### src/rtl/plfsr_pkg.sv
// Shared types and the single-step LFSR function for parallel_lfsr_stream.
// The optional beat counter is built only when PLFSR_BEAT_CNT_EN is defined.
package plfsr_pkg;

   typedef enum logic [1:0] {
      ST_IDLE,
      ST_STREAM,
      ST_BURST
   } plfsr_state_t;

   localparam logic [7:0] LFSR_P_DEF = 8'h8E;
   localparam logic [7:0] LFSR_R_DEF = 8'hC3;

   // One Fibonacci step on a zero-extended state of width n (n <= 64).
   function automatic logic [63:0] lfsr_step(
      input logic [63:0] s,
      input logic [63:0] p,
      input int          n
   );
      logic [63:0] m;
      logic        fb;
      fb = ^(s & p);
      m  = '1;
      if (n < 64) m = (64'd1 << n) - 64'd1;
      return {s[62:0], fb} & m;
   endfunction

endpackage

### src/rtl/plfsr_unroll.sv
// Combinational M-deep unroll of lfsr_step: word k is X advanced k+1 steps.
// Used by parallel_lfsr_stream (optional macro PLFSR_BEAT_CNT_EN has no effect here).
module plfsr_unroll
   import plfsr_pkg::*;
#(
   parameter int LFSR_N = 8,
   parameter int LFSR_M = 4
) (
   input  logic [LFSR_N-1:0]        i_x,
   input  logic [LFSR_N-1:0]        i_poly,
   output logic [LFSR_M*LFSR_N-1:0] o_gen
);

   logic [63:0] w_v;

   always_comb begin
      w_v   = 64'(i_x);
      o_gen = '0;
      for (int k = 0; k < LFSR_M; k++) begin
         w_v = lfsr_step(w_v, 64'(i_poly), LFSR_N);
         o_gen[k*LFSR_N +: LFSR_N] = w_v[LFSR_N-1:0];
      end
   end

endmodule

### src/rtl/parallel_lfsr_stream.sv
// Parallel Fibonacci LFSR source with valid/ready, counted bursts and lock-up guard.
// Define PLFSR_BEAT_CNT_EN to build the saturating accepted-beat counter.
module parallel_lfsr_stream
   import plfsr_pkg::*;
#(
   parameter int                LFSR_N  = 8,
   parameter int                LFSR_M  = 4,
   parameter logic [LFSR_N-1:0] LFSR_P  = LFSR_P_DEF,
   parameter logic [LFSR_N-1:0] LFSR_R  = LFSR_R_DEF,
   parameter int                BURST_W = 16
) (
   input  logic                     i_clk,
   input  logic                     i_rst_n,
   input  logic                     i_LFSR_enable,
   input  logic                     i_LFSR_load,
   input  logic [LFSR_N-1:0]        i_LFSR_seed,
   input  logic [LFSR_N-1:0]        i_LFSR_poly,
   input  logic                     i_burst_start,
   input  logic [BURST_W-1:0]       i_burst_len,
   input  logic                     i_ready,
   output logic                     o_valid,
   output logic [LFSR_M*LFSR_N-1:0] o_LFSR_val,
   output logic                     o_busy,
   output logic                     o_done,
   output logic                     o_lockup_err,
   output logic [31:0]              o_beat_cnt
);

   localparam int W = LFSR_M * LFSR_N;

   plfsr_state_t        r_state, w_nstate;
   logic [LFSR_N-1:0]   r_seed, w_nseed;
   logic [LFSR_N-1:0]   r_poly, w_npoly;
   logic [W-1:0]        r_data, w_ndata;
   logic [BURST_W-1:0]  r_rem, w_nrem;
   logic                r_valid, w_nvalid;
   logic                r_done, w_ndone;
   logic                r_lock, w_nlock;

   logic [LFSR_N-1:0]   w_last;
   logic [LFSR_N-1:0]   w_src;
   logic [W-1:0]        w_gen;
   logic                w_accept;

   assign w_last   = r_data[(LFSR_M-1)*LFSR_N +: LFSR_N];
   assign w_src    = (r_state == ST_IDLE) ? r_seed : w_last;
   // A load on the same edge discards the beat, so it is not an accept.
   assign w_accept = r_valid & i_ready & ~i_LFSR_load;

   plfsr_unroll #(
      .LFSR_N (LFSR_N),
      .LFSR_M (LFSR_M)
   ) u_unroll (
      .i_x    (w_src),
      .i_poly (r_poly),
      .o_gen  (w_gen)
   );

   always_comb begin
      w_nstate = r_state;
      w_nseed  = r_seed;
      w_npoly  = r_poly;
      w_ndata  = r_data;
      w_nrem   = r_rem;
      w_nvalid = r_valid;
      w_ndone  = 1'b0;
      w_nlock  = r_lock;
      if (i_LFSR_load) begin
         w_nstate = ST_IDLE;
         w_nvalid = 1'b0;
         w_nseed  = i_LFSR_seed;
         w_npoly  = i_LFSR_poly;
         if (i_LFSR_seed == '0) begin
            w_nseed = LFSR_R;
            w_nlock = 1'b1;
         end
         if (i_LFSR_poly == '0) begin
            w_npoly = LFSR_P;
            w_nlock = 1'b1;
         end
      end else begin
         unique case (r_state)
            ST_IDLE: begin
               if (i_burst_start && (i_burst_len != '0)) begin
                  w_ndata  = w_gen;
                  w_nrem   = i_burst_len;
                  w_nstate = ST_BURST;
                  w_nvalid = 1'b1;
               end else if (i_LFSR_enable) begin
                  w_ndata  = w_gen;
                  w_nstate = ST_STREAM;
                  w_nvalid = 1'b1;
               end
            end
            ST_STREAM: begin
               if (w_accept) begin
                  if (i_LFSR_enable) begin
                     w_ndata = w_gen;
                  end else begin
                     w_nstate = ST_IDLE;
                     w_nvalid = 1'b0;
                     w_nseed  = w_last;
                  end
               end
            end
            ST_BURST: begin
               if (w_accept) begin
                  if (r_rem == BURST_W'(1)) begin
                     w_ndone  = 1'b1;
                     w_nstate = ST_IDLE;
                     w_nvalid = 1'b0;
                     w_nseed  = w_last;
                  end else begin
                     w_nrem  = r_rem - BURST_W'(1);
                     w_ndata = w_gen;
                  end
               end
            end
            default: begin
               w_nstate = ST_IDLE;
               w_nvalid = 1'b0;
            end
         endcase
      end
   end

   always_ff @(posedge i_clk or negedge i_rst_n) begin
      if (!i_rst_n) begin
         r_state <= ST_IDLE;
         r_seed  <= LFSR_R;
         r_poly  <= LFSR_P;
         r_data  <= '0;
         r_rem   <= '0;
         r_valid <= 1'b0;
         r_done  <= 1'b0;
         r_lock  <= 1'b0;
      end else begin
         r_state <= w_nstate;
         r_seed  <= w_nseed;
         r_poly  <= w_npoly;
         r_data  <= w_ndata;
         r_rem   <= w_nrem;
         r_valid <= w_nvalid;
         r_done  <= w_ndone;
         r_lock  <= w_nlock;
      end
   end

`ifdef PLFSR_BEAT_CNT_EN
   logic [31:0] r_cnt;

   always_ff @(posedge i_clk or negedge i_rst_n) begin
      if (!i_rst_n) begin
         r_cnt <= '0;
      end else if (w_accept && (r_cnt != '1)) begin
         r_cnt <= r_cnt + 32'd1;
      end
   end

   assign o_beat_cnt = r_cnt;
`else
   assign o_beat_cnt = '0;
`endif

   assign o_valid      = r_valid;
   assign o_LFSR_val   = r_data;
   assign o_busy       = (r_state != ST_IDLE);
   assign o_done       = r_done;
   assign o_lockup_err = r_lock;

endmodule
### config.mk
export PLATFORM = sky130hd
export DESIGN_NAME = parallel_lfsr_stream
export DESIGN_NICKNAME = d
export VERILOG_FILES = /design/src/rtl/plfsr_pkg.sv /design/src/rtl/plfsr_unroll.sv /design/src/rtl/parallel_lfsr_stream.sv
export SDC_FILE = /design/constraint.sdc
export NUM_CORES = 1
export LEC_CHECK = 0
export BUFFER_PORTS_ARGS = -buffer_cell sky130_fd_sc_hd__clkbuf_2
export CAP_MARGIN = 25
export CORE_MARGIN = 1
export CORE_UTILIZATION = 40
export DETAILED_ROUTE_END_ITERATION = 10
export PLACE_DENSITY = 0.65
export SETUP_SLACK_MARGIN = 0.2
export SLEW_MARGIN = 20
export SYNTH_ARGS = -nofsm -noshare
export SYNTH_HDL_FRONTEND = slang
export SYNTH_SLANG_ARGS = --single-unit
### constraint.sdc
create_clock -name i_clk -period 3.4 [get_ports i_clk]
set_input_delay 0.68 -clock i_clk [delete_from_list [all_inputs] [get_ports i_clk]]
set_output_delay 0.68 -clock i_clk [all_outputs]
set_load 0.005 [all_outputs]
# Word-level counts from Yosys, hierarchy flattened
# Index checks and enable logic that the tools add are counted.
[totals]
ff_bits = 69
input_bits = 38
wordCells = 88
[classes]
add_sub_neg = 1
n_eq_ne = 12
n_mux = 41
n_bitwise = 7
reduce_logical = 19
[op_table]
columns = ["cell", "count"]
rows = [
  ["$reduce_xor 64->1", 4],
  ["$mux 32", 5],
  ["$pmux 32 s3", 1],
  ["$mux 8", 8],
  ["$mux 16", 3],
  ["$and 8x8->8", 4],
  ["$pmux 16 s2", 1],
  ["$reduce_and 5->1", 4],
  ["$eq 16x1->1 const B", 1],
  ["$logic_not 8->1", 2],
  ["$pmux 8 s2", 1],
  ["$reduce_bool 16->1", 1],
  ["$sub 16x1->16 const B", 1],
  ["$mux 2", 7],
  ["$mux 1", 13],
  ["$ne 3x3->1 const B", 4],
  ["$ne 2x2->1 const B", 3],
  ["$pmux 2 s3", 1],
  ["$reduce_bool 2->1", 3],
  ["$reduce_bool 3->1", 2],
  ["$ne 4x3->1 const B", 1],
  ["$pmux 1 s3", 1],
  ["$and 1x1->1", 2],
  ["$eq 2x1->1 const B", 1],
  ["6 further kinds", 6],
]

# Depth between registers and ports, before layout
[depth]
ltp_word = 13
ltp_mapped = 14

# Hierarchy
# A second synthesis with hierarchy kept.
[unflattened]
hier_cells = 566
hier_area_um2 = 5033.6
[modules_own_cells]
columns = ["mod", "instances", "cells_per_inst", "area_per_inst_um2"]
rows = [
  ["parallel_lfsr_stream", 1, 472, 4396.7],
  ["plfsr_unroll", 1, 94, 636.9],
]

# Worst setup path before layout
# Ideal clock, no wire load.
[synth_path]
path_type = "flip-flop to flip-flop"
start = "reg r_state[0]"
end = "reg r_data[24] (netlist: o_LFSR_val[24])"
setup_ns = 0.129
arrival_ns = 3.268
t_required_ns = 3.271
slack_ns = 0.003
path_stages_with_launch = 13
synth_period_minus_slack_ns = 3.397
cell_sequence = "dfrtp_1 -> inv_1 -> ha_1 -> buf_6 -> mux2_4 -> nand2_2 -> xnor3_1 -> xnor3_2 -> xor3_1 -> and3_4 -> or4_1 -> a31oi_1 -> a211oi_2"
[synth_between]
elab_chain_len = 13
word_cells_on_any_way = 23
[synth_rtl]
columns = ["element", "line_no", "rtl"]
rows = [
  ["start, declared", "parallel_lfsr_stream.sv:31", "plfsr_state_t r_state, w_nstate;"],
  ["start signal, assigned", "parallel_lfsr_stream.sv:138", "r_state <= w_nstate;"],
  ["$logic_not 2->1", "parallel_lfsr_stream.sv:46, parallel_lfsr_stream.sv:82", ""],
  ["$mux 8", "parallel_lfsr_stream.sv:46", "assign w_src = (r_state == ST_IDLE) ? r_seed : w_last;"],
  ["$and 8x8->8", "plfsr_pkg.sv:22", "fb = ^(s & p);"],
  ["$reduce_xor 64->1", "plfsr_pkg.sv:22", ""],
  ["$and 8x8->8", "plfsr_pkg.sv:22", ""],
  ["$reduce_xor 64->1", "plfsr_pkg.sv:22", ""],
  ["$and 8x8->8", "plfsr_pkg.sv:22", ""],
  ["$reduce_xor 64->1", "plfsr_pkg.sv:22", ""],
  ["$and 8x8->8", "plfsr_pkg.sv:22", ""],
  ["$reduce_xor 64->1", "plfsr_pkg.sv:22", ""],
  ["$mux 32 (on tied branches)", "parallel_lfsr_stream.sv:108, parallel_lfsr_stream.sv:89, parallel_lfsr_stream.sv:97", ""],
  ["$mux 32 (on tied branches)", "parallel_lfsr_stream.sv:107, parallel_lfsr_stream.sv:84, parallel_lfsr_stream.sv:96", ""],
  ["$pmux 32 s3", "parallel_lfsr_stream.sv:82", "unique case (r_state)"],
  ["end signal, assigned", "parallel_lfsr_stream.sv:141", "r_data <= w_ndata;"],
  ["end, declared", "parallel_lfsr_stream.sv:34", "logic [W-1:0] r_data, w_ndata;"],
]
# Several ways; a longest one is shown, not always the timed one. The select of a mux whose other input is x is not followed.
# A chain may end at the register's enable or synchronous reset.

# Worst setup path in the final report
# Ends and elaborated chain as after synthesis.

==> results.ini <==
[finish]
fillCellCount=1115
utilization_pct=50.52
drive_above_1_share_pct=27.69
regArea_um2=1737
multi_input_comb_area_um2=2816
nNetsFinal=718
fin_cells=822
antennaDiodeCount=0
area_growth_pct=21.55

[hold_path]
hold_path.class=input pin to asynchronous set/reset pin

[grt]
grt_pass1_vias=4436
grt_start_max_net_pins=41
grt.total_usage_pct=23.07
grt.overflow.total=0
antenna_found_initial=0
grt_first_pass_wirelength_um=22750

[floorplan]
fp-row-count=39
start_util_pct=41.57
die_w_um=111.6
pin_count=106
die-height_um=111.6
fp.dieArea_um2=12460
core_area_um2=11560

[status]
violations=DRC
outcome=finished, violations left

[synthesis]
yosysTopAreaCellShare_pct=31.75
synthFlopType=dfrtp_1
ys_types=60
synth_area_um2=4807
yosys_warnings=0
syn_inst=573
async_reset_ff_share_pct=100.0
yosys_register_bits=69
yosysTopAreaCell=dfrtp_1
ys_seq_area_share_pct=36.13
synth_area_leaders=dfrtp_1 (32%), a21oi_1 (6.7%), o21ai_0 (6.4%)
postSynthAreaPerCell_um2=8.389
synth_edf_count=0

[worst_setup_path]
r2r-start=r_state[0]$_DFFE_PN0P_
cp_max_fo=8
ff2ff_setup_slack_ns=0.03
rr_worst_depth=13
critPathKind=register to register
cp.required_ns=3.63
r2r_end=o_LFSR_val[24]$_DFFE_PN0P_
critPathCaptureType=register
startpoint_type=register
critPathArrivalTime_ns=3.60

[timing]
whs_ns=0.3765
fmax_mhz=296.3
final.setup.tns_ns=0
fin_crit_ns=3.375
fin_crit_sh_pct=99.25
clock_skew_ns=0.005823
finalHoldViolCount=0
worstMarginPinSlew_ns=0.8712
finalMaxSlewViolations=0
relSlewSlack_pct=41.18
rsz0062_at_grt=yes
setup_viol=0

[detailed_routing]
post_drt_wl_per_cell_um=16.85
drc=7
final_antenna_net_count=0
drt_iter0_drc=370
vias=4729
routed_wl_um=13850
via_per_inst=5.753
drt_first_pass_iters=8

[placement]
dp_cells=798
routabilityCongestion=0.8772
port_buffers=73
dp.final_hpwl_um=10190

[job]
drv_cap=0

[clock_tree]
numCtsBuffers=9
htreeDepth=3
cts_sinks=69
clock_path_buffers=2
cts_tree=built
root_buffer=clkbuf_16
clk_pin_slew_ns=0.06
insertion_delay_ns=0.35

[pwr]
p_leak_nw=2.559
ir_drop_mv=0.5144
p_per_area_nw_per_um2=945.0
finalPower_w=0.005522

==> through the flow <==
step | setup slack [ns] | cell area, um^2
final | 0.02543 | 5843
after global routing | -0.1119 | 5843
after detailed placement | -0.02647 | 5418
after global placement | -0.01515 | 5418
after CTS | 0.1368 | 5768
after floorplan | 0.1550 | 4935
==> synthesized netlist by cell type, types with 2 or more instances <==
cell,number
a211o_1,3
a211oi_1,6
a211oi_2,2
a21o_1,3
a21oi_1,64
a221oi_1,8
and2_1,3
buf_4,32
buf_6,2
clkbuf_1,28
dfrtp_1,61
dfstp_2,8
ha_1,6
inv_1,25
mux2_2,12
mux2i_1,16
nand2_1,34
nand2b_1,4
nand3_1,15
nand4_1,4
nor2_1,50
nor2b_1,7
nor3_1,3
nor3b_1,4
nor4_1,8
nor4b_1,2
o2111ai_1,2
o211a_1,2
o211ai_1,6
o21ai_0,61
o21ai_1,5
o22ai_1,39
o41ai_1,2
or2_2,3
or3_1,2
or4_1,6
xnor2_1,12
==> critical path, cell delays in order (launching register included) <==
cell and delay (ns):
dfrtp_1 0.38, inv_2 0.08, ha_4 0.21, mux2_2 0.39
a211oi_2 0.26, o211ai_1 0.14, buf_4 0.17, a211oi_4 0.34
o21ai_2 0.11, xor3_1 0.25, a21oi_2 0.08, or4_1 0.55
a31oi_2 0.24, a211oi_2 0.05
==> layout make-up <==
cell class / instances / share of cell area [%]
clock buffer: 9 / 3.854
clock inverter: 7 / 0.9422
sequential: 69 / 29.72
tap: 143 / 3.062
timing repair buffer: 121 / 12.55
multi-input combinational: 447 / 48.20
inverter: 26 / 1.670
==> flip-flops by register name, summed over array words and instances (netlist names) <==
name and count:
o_LFSR_val 32, o_done 1, o_lockup_err 1, o_valid 1, r_poly 8, r_rem 16, r_seed 8, r_state 2
==> timing repair <==
item                                    4_1_cts  5_1_grt
buffers inserted                              3        5
gates resized for setup                      12        7
endpoints found under the setup margin        6        6
hold buffers                                  0        0
pin swaps                                     6        8
==> kinds of logic (layout without fill, tap and decap cells) <==
| family | after synthesis | in the layout | synth area share [%] |
|---|---|---|---|
| XOR/XNOR | 16 | 16 | 3.826 |
| buffers and inverters | 88 | 163 | 9.682 |
| multiplexers | 29 | 29 | 6.455 |
| flip-flops | 69 | 69 | 36.13 |
| adder cells (fa/ha/maj) | 6 | 6 | 1.562 |
| AO/OA/AOI/OAI | 216 | 216 | 27.33 |
| AND/OR/NAND/NOR | 148 | 148 | 14.94 |
| other | 1 | 32 | 0.07801 |
==> power by group <==
group	internal, W	leakage [nW]	switching (W)	total (W)
clock network	0.000500	0.133	0.000388	0.000888
logic	0.00151	1.62	0.00156	0.00307
registers	0.00118	0.802	0.000392	0.00157
total	0.00319	2.56	0.00233	0.00552
==> metal layers <==
layer	up-vias	GRT usage, %	part of all wire (%)
li1	2247	-	-
met1	2280	32.76	47
met2	183	35.11	46
met3	19	5.117	5.3
met4	0	6.667	1.7
met5	-	0	0
==> worst max path at each step <==
stage | start | end | cells past startpoint
after global routing | r_state[0]$_DFFE_PN0P_ | o_LFSR_val[24]$_DFFE_PN0P_ | 13
final | r_state[0]$_DFFE_PN0P_ | o_LFSR_val[24]$_DFFE_PN0P_ | 13
after global placement | r_state[1]$_DFFE_PN0P_ | o_LFSR_val[24]$_DFFE_PN0P_ | 14
after CTS | r_state[1]$_DFFE_PN0P_ | o_LFSR_val[24]$_DFFE_PN0P_ | 12
after detailed placement | r_state[0]$_DFFE_PN0P_ | o_LFSR_val[24]$_DFFE_PN0P_ | 13
after floorplan | r_state[1]$_DFFE_PN0P_ | o_LFSR_val[24]$_DFFE_PN0P_ | 13
==> layout by cell type, fill, tap and decap left out, types with 8 or more instances in the layout <==
cell type	n
dfstp_2	8
a21oi_1	64
dfrtp_1	61
mux2_2	11
conb_1	32
buf_4	46
o21ai_0	61
nand3_1	15
mux2i_1	14
clkbuf_16	9
o22ai_1	39
nand2_1	34
clkbuf_2	72
inv_1	23
xnor2_1	12
nor2_1	49
nor4_1	8
(Power assumes the default switching activity.)
